`config.mk`:
```
export PLATFORM = sky130hd
export DESIGN_NAME = rr_bank_arbiter
export DESIGN_NICKNAME = d
export VERILOG_FILES = /design/src/rtl/arb_pkg.sv /design/src/rtl/decoder_2x4.sv /design/src/rtl/rr_bank_arbiter.sv
export SDC_FILE = /design/constraint.sdc
export NUM_CORES = 1
export LEC_CHECK = 0
export CAP_MARGIN = 20
export CORE_UTILIZATION = 35
export CTS_BUF_LIST = sky130_fd_sc_hd__clkbuf_8
export CTS_CLUSTER_SIZE = 14
export DETAILED_ROUTE_END_ITERATION = 16
export GPL_TIMING_DRIVEN = 0
export HOLD_SLACK_MARGIN = 0.08
export SETUP_SLACK_MARGIN = 0.4
export SLEW_MARGIN = 20
export SYNTH_ARGS = -nofsm -noshare
export SYNTH_HDL_FRONTEND = slang
export SYNTH_SLANG_ARGS = --single-unit
```
`constraint.sdc`:
```
create_clock -name clk -period 1.8 [get_ports clk]
set_input_delay 0.27 -clock clk [delete_from_list [all_inputs] [get_ports clk]]
set_output_delay 0.27 -clock clk [all_outputs]
set_load 0.005 [all_outputs]
```
`src/rtl/arb_pkg.sv`:
```
// Shared widths and state encoding for the round-robin bank arbiter.
package arb_pkg;
    localparam int NUM_REQ = 4;
    localparam int ID_W    = 2;
    localparam int HOLD_W  = 8;

    typedef enum logic {IDLE, GRANT} arb_state_t;
endpackage

```
`src/rtl/decoder_2x4.sv`:
```
// 2-to-4 one-hot decoder with enable; output is all-zero when disabled.
module decoder_2x4 (
    input  logic [1:0] in,
    input  logic       en,
    output logic [3:0] out
);
    always_comb begin
        out = 4'b0000;
        if (en) out[in] = 1'b1;
    end
endmodule

```
`src/rtl/rr_bank_arbiter.sv`:
```
// Four-way round-robin arbiter: holds one grant until release, withdrawal
// or MAX_HOLD expiry, then rotates priority past the last grantee.
module rr_bank_arbiter
    import arb_pkg::*;
#(
    parameter int MAX_HOLD = 8
) (
    input  logic               clk,
    input  logic               rst_n,
    input  logic [NUM_REQ-1:0] req,
    input  logic               release_i,
    output logic [NUM_REQ-1:0] grant,
    output logic [ID_W-1:0]    grant_id,
    output logic               grant_valid,
    output logic               timeout
);
    arb_state_t        state_q, state_d;
    logic [ID_W-1:0]   ptr_q, ptr_d;
    logic [ID_W-1:0]   grant_id_q, grant_id_d;
    logic [HOLD_W-1:0] hold_cnt_q, hold_cnt_d;
    logic              grant_valid_q, grant_valid_d;
    logic              timeout_q, timeout_d;
    logic              hold_max;

    // Lowest rotated offset from ptr wins; iterating downward lets it overwrite last.
    function automatic logic [ID_W-1:0] rr_pick(input logic [NUM_REQ-1:0] r,
                                                input logic [ID_W-1:0]    p);
        logic [ID_W-1:0] idx;
        rr_pick = p;
        for (int k = NUM_REQ - 1; k >= 0; k--) begin
            idx = p + ID_W'(k);
            if (r[idx]) rr_pick = idx;
        end
    endfunction

    assign hold_max = (hold_cnt_q == HOLD_W'(MAX_HOLD));

    always_ff @(posedge clk or negedge rst_n) begin
        if (!rst_n) begin
            state_q       <= IDLE;
            ptr_q         <= '0;
            grant_id_q    <= '0;
            hold_cnt_q    <= '0;
            grant_valid_q <= 1'b0;
            timeout_q     <= 1'b0;
        end else begin
            state_q       <= state_d;
            ptr_q         <= ptr_d;
            grant_id_q    <= grant_id_d;
            hold_cnt_q    <= hold_cnt_d;
            grant_valid_q <= grant_valid_d;
            timeout_q     <= timeout_d;
        end
    end

    always_comb begin
        state_d       = state_q;
        ptr_d         = ptr_q;
        grant_id_d    = grant_id_q;
        hold_cnt_d    = hold_cnt_q;
        grant_valid_d = grant_valid_q;
        timeout_d     = 1'b0;
        case (state_q)
            IDLE: begin
                hold_cnt_d    = '0;
                grant_valid_d = 1'b0;
                if (req != '0) begin
                    grant_id_d    = rr_pick(req, ptr_q);
                    grant_valid_d = 1'b1;
                    hold_cnt_d    = HOLD_W'(1);
                    state_d       = GRANT;
                end
            end
            GRANT: begin
                if (release_i || !req[grant_id_q] || hold_max) begin
                    // Release and withdrawal outrank the hold limit, so only a pure expiry pulses.
                    timeout_d     = !release_i && req[grant_id_q];
                    grant_valid_d = 1'b0;
                    hold_cnt_d    = '0;
                    ptr_d         = grant_id_q + ID_W'(1);
                    state_d       = IDLE;
                end else begin
                    hold_cnt_d = hold_cnt_q + HOLD_W'(1);
                end
            end
            default: state_d = IDLE;
        endcase
    end

    assign grant_id    = grant_id_q;
    assign grant_valid = grant_valid_q;
    assign timeout     = timeout_q;

    decoder_2x4 u_grant_dec (
        .in  (grant_id_q),
        .en  (grant_valid_q),
        .out (grant)
    );
endmodule

```
==> results.txt <==
* Routed len/inst: between 15 and 20 microns
- The cell sitting at the root of the clock tree is a sky130_fd_sc_hd__clkbuf_8.
- Of the total synthesized cell area, the portion taken by XOR and XNOR cells is ~2.7%.
- Num ports: 15
* Nature of the critical path endpoint: flip-flop
* Summed area of non-filler cells in the final layout: 0.00171 sq mm
- Counting flops and latches in the post-synthesis netlist gives 15.
* Most frequently used cell type in the post-synthesis netlist: sky130_fd_sc_hd__dfrtp_1
* Number of DRC markers after the initial detailed-route iteration: 24
- TritonCTS built the clock tree.
* Count of non-filler cells in the finished layout: ~170
- Summing the areas of all and, or, nand and nor instances in the mapped netlist gives 21.0% of the synthesized area.
- The floorplan step defined a die boundary enclosing 0.00304 sq mm.
- Number of warning messages in the yosys log: 0
- Die height: 55.2 microns
* Fillcell total: 190
* Flop2flop setup slack: ~0.19 ns
- The synthesized netlist occupies a cell area of 990 sq um.
- Maximum ir drop on the vdd rail: ~0.0010 V
- Total global routing overflow: 0
- By area, the combinational part of the netlist is dominated by compound AO/OA/AOI/OAI gates.
* Part of the Yosys area used for sequential elements: 37.9%
- Of the post-synthesis cell area, the dominant cell type holds roughly 38%.
* Routed via count: between 900 and 1000
* Most instantiated cells after synthesis: 15 x sky130_fd_sc_hd__dfrtp_1, 10 x sky130_fd_sc_hd__inv_1
- Worst slew margin: 53.5%
- The number of global-route vias before repair is about 900.
- Slew @ Worst Pin: 0.695 ns
* Max H-tree Level: 1
* Diodes inserted: 0
- Once detail routing completed, the nets flagged for antenna violations numbered 0.
* Half-perimeter wire length of the detailed placement result: 1580 microns
- Worst slack at placement: -0.128 ns
- STA puts the critical path data required time at 1.90 ns.
* Worst min-delay path category: input pin to async pin
- Overall global routing resource usage: 20.2%
* WP data arrival: 1.72 ns
- Buffers inserted to repair hold after CTS numbered 0.
* Proportion of layout cells with a drive suffix above 1: 52.8%
* Placer's final routability congestion estimate: 0.787
- The flow ran to the end, and the final reports show no timing, DRC or antenna violations.
- Total Routed Length: 2710 microns
- After synthesis, the share of flip-flops with an asynchronous set or reset is 100%.
* Highest fanout seen on the critical path: 5
* Number of antenna violations at the first check in global routing: 0
- Setup violators final: 0
- In this run the deepest clock path goes through 2 buffers.
* Area fraction in compound gates after synthesis: 22.8%
- Worst skew pair latency: 0.25 ns
- Multiplexer share of the synthesized area: 2.02%
- Syn Inst Count: about 100
* Fraction of the mapped netlist area in adder cells: 7.59%
* Cell taking the most area after synthesis: sky130_fd_sc_hd__dfrtp_1
- Worst Slack Setup Final: 0.187 ns
- Number of buffers added on ports: 14
* Category of the critical setup timing path: flip-flop to flip-flop
- The first detailed-routing pass ran for 4 iterations.
- Cts bufs inserted: 3
* Instance count after placement with tap cells included: about 150
- Post-route minimum period: 1.61 ns
- Entering global routing, the biggest net connects 16 pins.
* Synthesis-to-finish area growth: 73.1%
- Effective utilization at floorplan: 38.5%
* MaxCap Viol Count: 0
- The synthesized design contains 0 enable-type register cells.
- In this run the mean area of a mapped cell was approximately 10 sq um.
* Via count normalized by instance count: 5.55
* Total core area: 0.00257 sq mm
- The most used flip-flop cell after synthesis is sky130_fd_sc_hd__dfrtp_1.
* Die Wd: 55.2 microns
- Static timing analysis puts the maximum clock frequency at 620 MHz.
- Launching element type of the critical path: flip-flop
- Slew Viols, Final: 0
- Unrepaired setup endpoints after global routing: yes
- Clock-pin slew was measured on the worst setup and hold paths at 0.06 ns.
* Clock Skews: 0.00832 ns
- Final cycle utilization of the critical path: 89.6%
- Total number of placement rows: 18
- DRC Markers: 0
- At the end of the flow, the number of nets in the layout was 156.
* Power per Cell Area: around 1300 mW/mm^2
* Area after detailed placement: 0.00118 sq mm
- Number of endpoints with negative hold slack in the final report: 0
- Number of different library cells in the post-synthesis netlist: 36
- In the final timing run, aggregate negative setup slack is 0 ns.
- The number of nets handed over by synthesis was between 100 and 150.
- Sorting the synthesized cells by area gives the leading types as sky130_fd_sc_hd__dfrtp_1 38%, sky130_fd_sc_hd__ha_1 7.6%, sky130_fd_sc_hd__a2111oi_2 4.6%, sky130_fd_sc_hd__and2_1 3.8%, sky130_fd_sc_hd__inv_1 3.8%.
- Leakage component of the power: between 0.6 and 0.7 nW
- First-pass GRT wire length: 4270 microns
* Number of clock sinks seen by CTS: 15
- On the final layout, the worst hold slack is 0.441 ns.
-- flip-flops by register name (all words and copies together), names as in the netlist --
| signal | cells |
|---|---|
| grant_id | 2 |
| grant_valid | 1 |
| hold_cnt_q | 8 |
| ptr_q | 2 |
| state_q | 1 |
| timeout | 1 |
-- routing by layer --
| layer | track usage [%] | wire, microns |
|---|---|---|
| met1 | 27.4 | 1260 |
| met2 | 32.5 | 1360 |
| met3 | 5.19 | 89 |
| met4 | 3.75 | 10 |
| met5 | 0 | 0 |
-- cells in the final DEF (no fill, tap or decap), types with 2 or more instances in the layout --
cell                              synthesis  layout
sky130_fd_sc_hd__clkbuf_8                 0       3
sky130_fd_sc_hd__or3_1                    3       3
sky130_fd_sc_hd__inv_2                    0       3
sky130_fd_sc_hd__nand3_1                  4       4
sky130_fd_sc_hd__nor4_4                   0       3
sky130_fd_sc_hd__o31ai_4                  0       2
sky130_fd_sc_hd__nand2b_1                 5       5
sky130_fd_sc_hd__ha_4                     0       3
sky130_fd_sc_hd__ha_2                     0       3
sky130_fd_sc_hd__dlygate4sd2_1            0       7
sky130_fd_sc_hd__or2_4                    0       2
sky130_fd_sc_hd__a2111oi_4                0       3
sky130_fd_sc_hd__o21ai_0                  6       5
sky130_fd_sc_hd__buf_6                    0      13
sky130_fd_sc_hd__inv_1                   10       7
sky130_fd_sc_hd__clkdlybuf4s50_1          0       3
sky130_fd_sc_hd__a21oi_1                  3       3
sky130_fd_sc_hd__and2_1                   6       3
sky130_fd_sc_hd__o41ai_2                  1       2
sky130_fd_sc_hd__dfrtp_1                 15      11
sky130_fd_sc_hd__nor4_2                   0       3
sky130_fd_sc_hd__o311ai_2                 0       2
sky130_fd_sc_hd__clkbuf_2                 0       2
sky130_fd_sc_hd__nand2_1                  2       2
sky130_fd_sc_hd__and2_4                   0       3
sky130_fd_sc_hd__buf_4                    2      11
sky130_fd_sc_hd__xor2_1                   2       2
sky130_fd_sc_hd__o32a_1                   2       2
sky130_fd_sc_hd__dfrtp_2                  0       4
sky130_fd_sc_hd__buf_8                    0       2
-- report_power, final --
group	internal [mW]	switching, mW	leakage, nW
combinational	0.785	0.673	0.455
sequential	0.436	0.108	0.190
clock	0.151	0.114	0.0269
-- metrics by stage --
step	power, mW	utilization (%)
floorplan	1.02	-
global placement	1.29	46.1
detailed placement	1.31	46.1
CTS	2.06	62.3
global route	2.43	66.7
finish	2.27	66.7
-- worst paths after layout --
path                                from             to  cells past startpoint
setup / recovery           hold_cnt_q[7]       ptr_q[0]                      4
hold / removal                     rst_n  hold_cnt_q[4]                      1
min in group clk           hold_cnt_q[0]  hold_cnt_q[0]                      2
max in group asynchronous          rst_n    grant_id[0]                      1
hold reg to reg            hold_cnt_q[0]  hold_cnt_q[0]                      2
setup reg to reg           hold_cnt_q[7]       ptr_q[0]                      4
-- cell families (layout without fill, tap and decap cells) --
group,Yosys count,count (layout)
muxes,2,2
and+or+nand+nor,34,34
xor gates and xnor gates,3,3
DFF,15,15
buffers and inverters,14,55
AOI/OAI and AO/OA,27,27
adders and majority gates,6,6
-- timing repair --
action                     CTS  global route
setup endpoints to repair   22            18
gates resized for setup     65            26
pin swaps                   13             8
buffers inserted            20             1
gates cloned                 2             0
-- area by class of cell --
cell class | count | area, sq um | share of cell area [%]
Buffer | 4 | 40.0 | 2.34
Clock inverter | 1 | 3.75 | 0.219
Multi-Input combinational cell | 72 | 792 | 46.2
Sequential cell | 15 | 380 | 22.2
Timing Repair Buffer | 37 | 378 | 22.1
Inverter | 10 | 40.0 | 2.34
Clock buffer | 3 | 41.3 | 2.41
Tap cell | 30 | 37.5 | 2.19
-- critical path, stage by stage, from the launching register on --
cell                       delay, ns
sky130_fd_sc_hd__dfrtp_1        0.39
sky130_fd_sc_hd__or4_4          0.59
sky130_fd_sc_hd__nor2_4         0.22
sky130_fd_sc_hd__buf_8          0.17
sky130_fd_sc_hd__o311ai_2       0.09
Power figures use the tool's default switching activity.
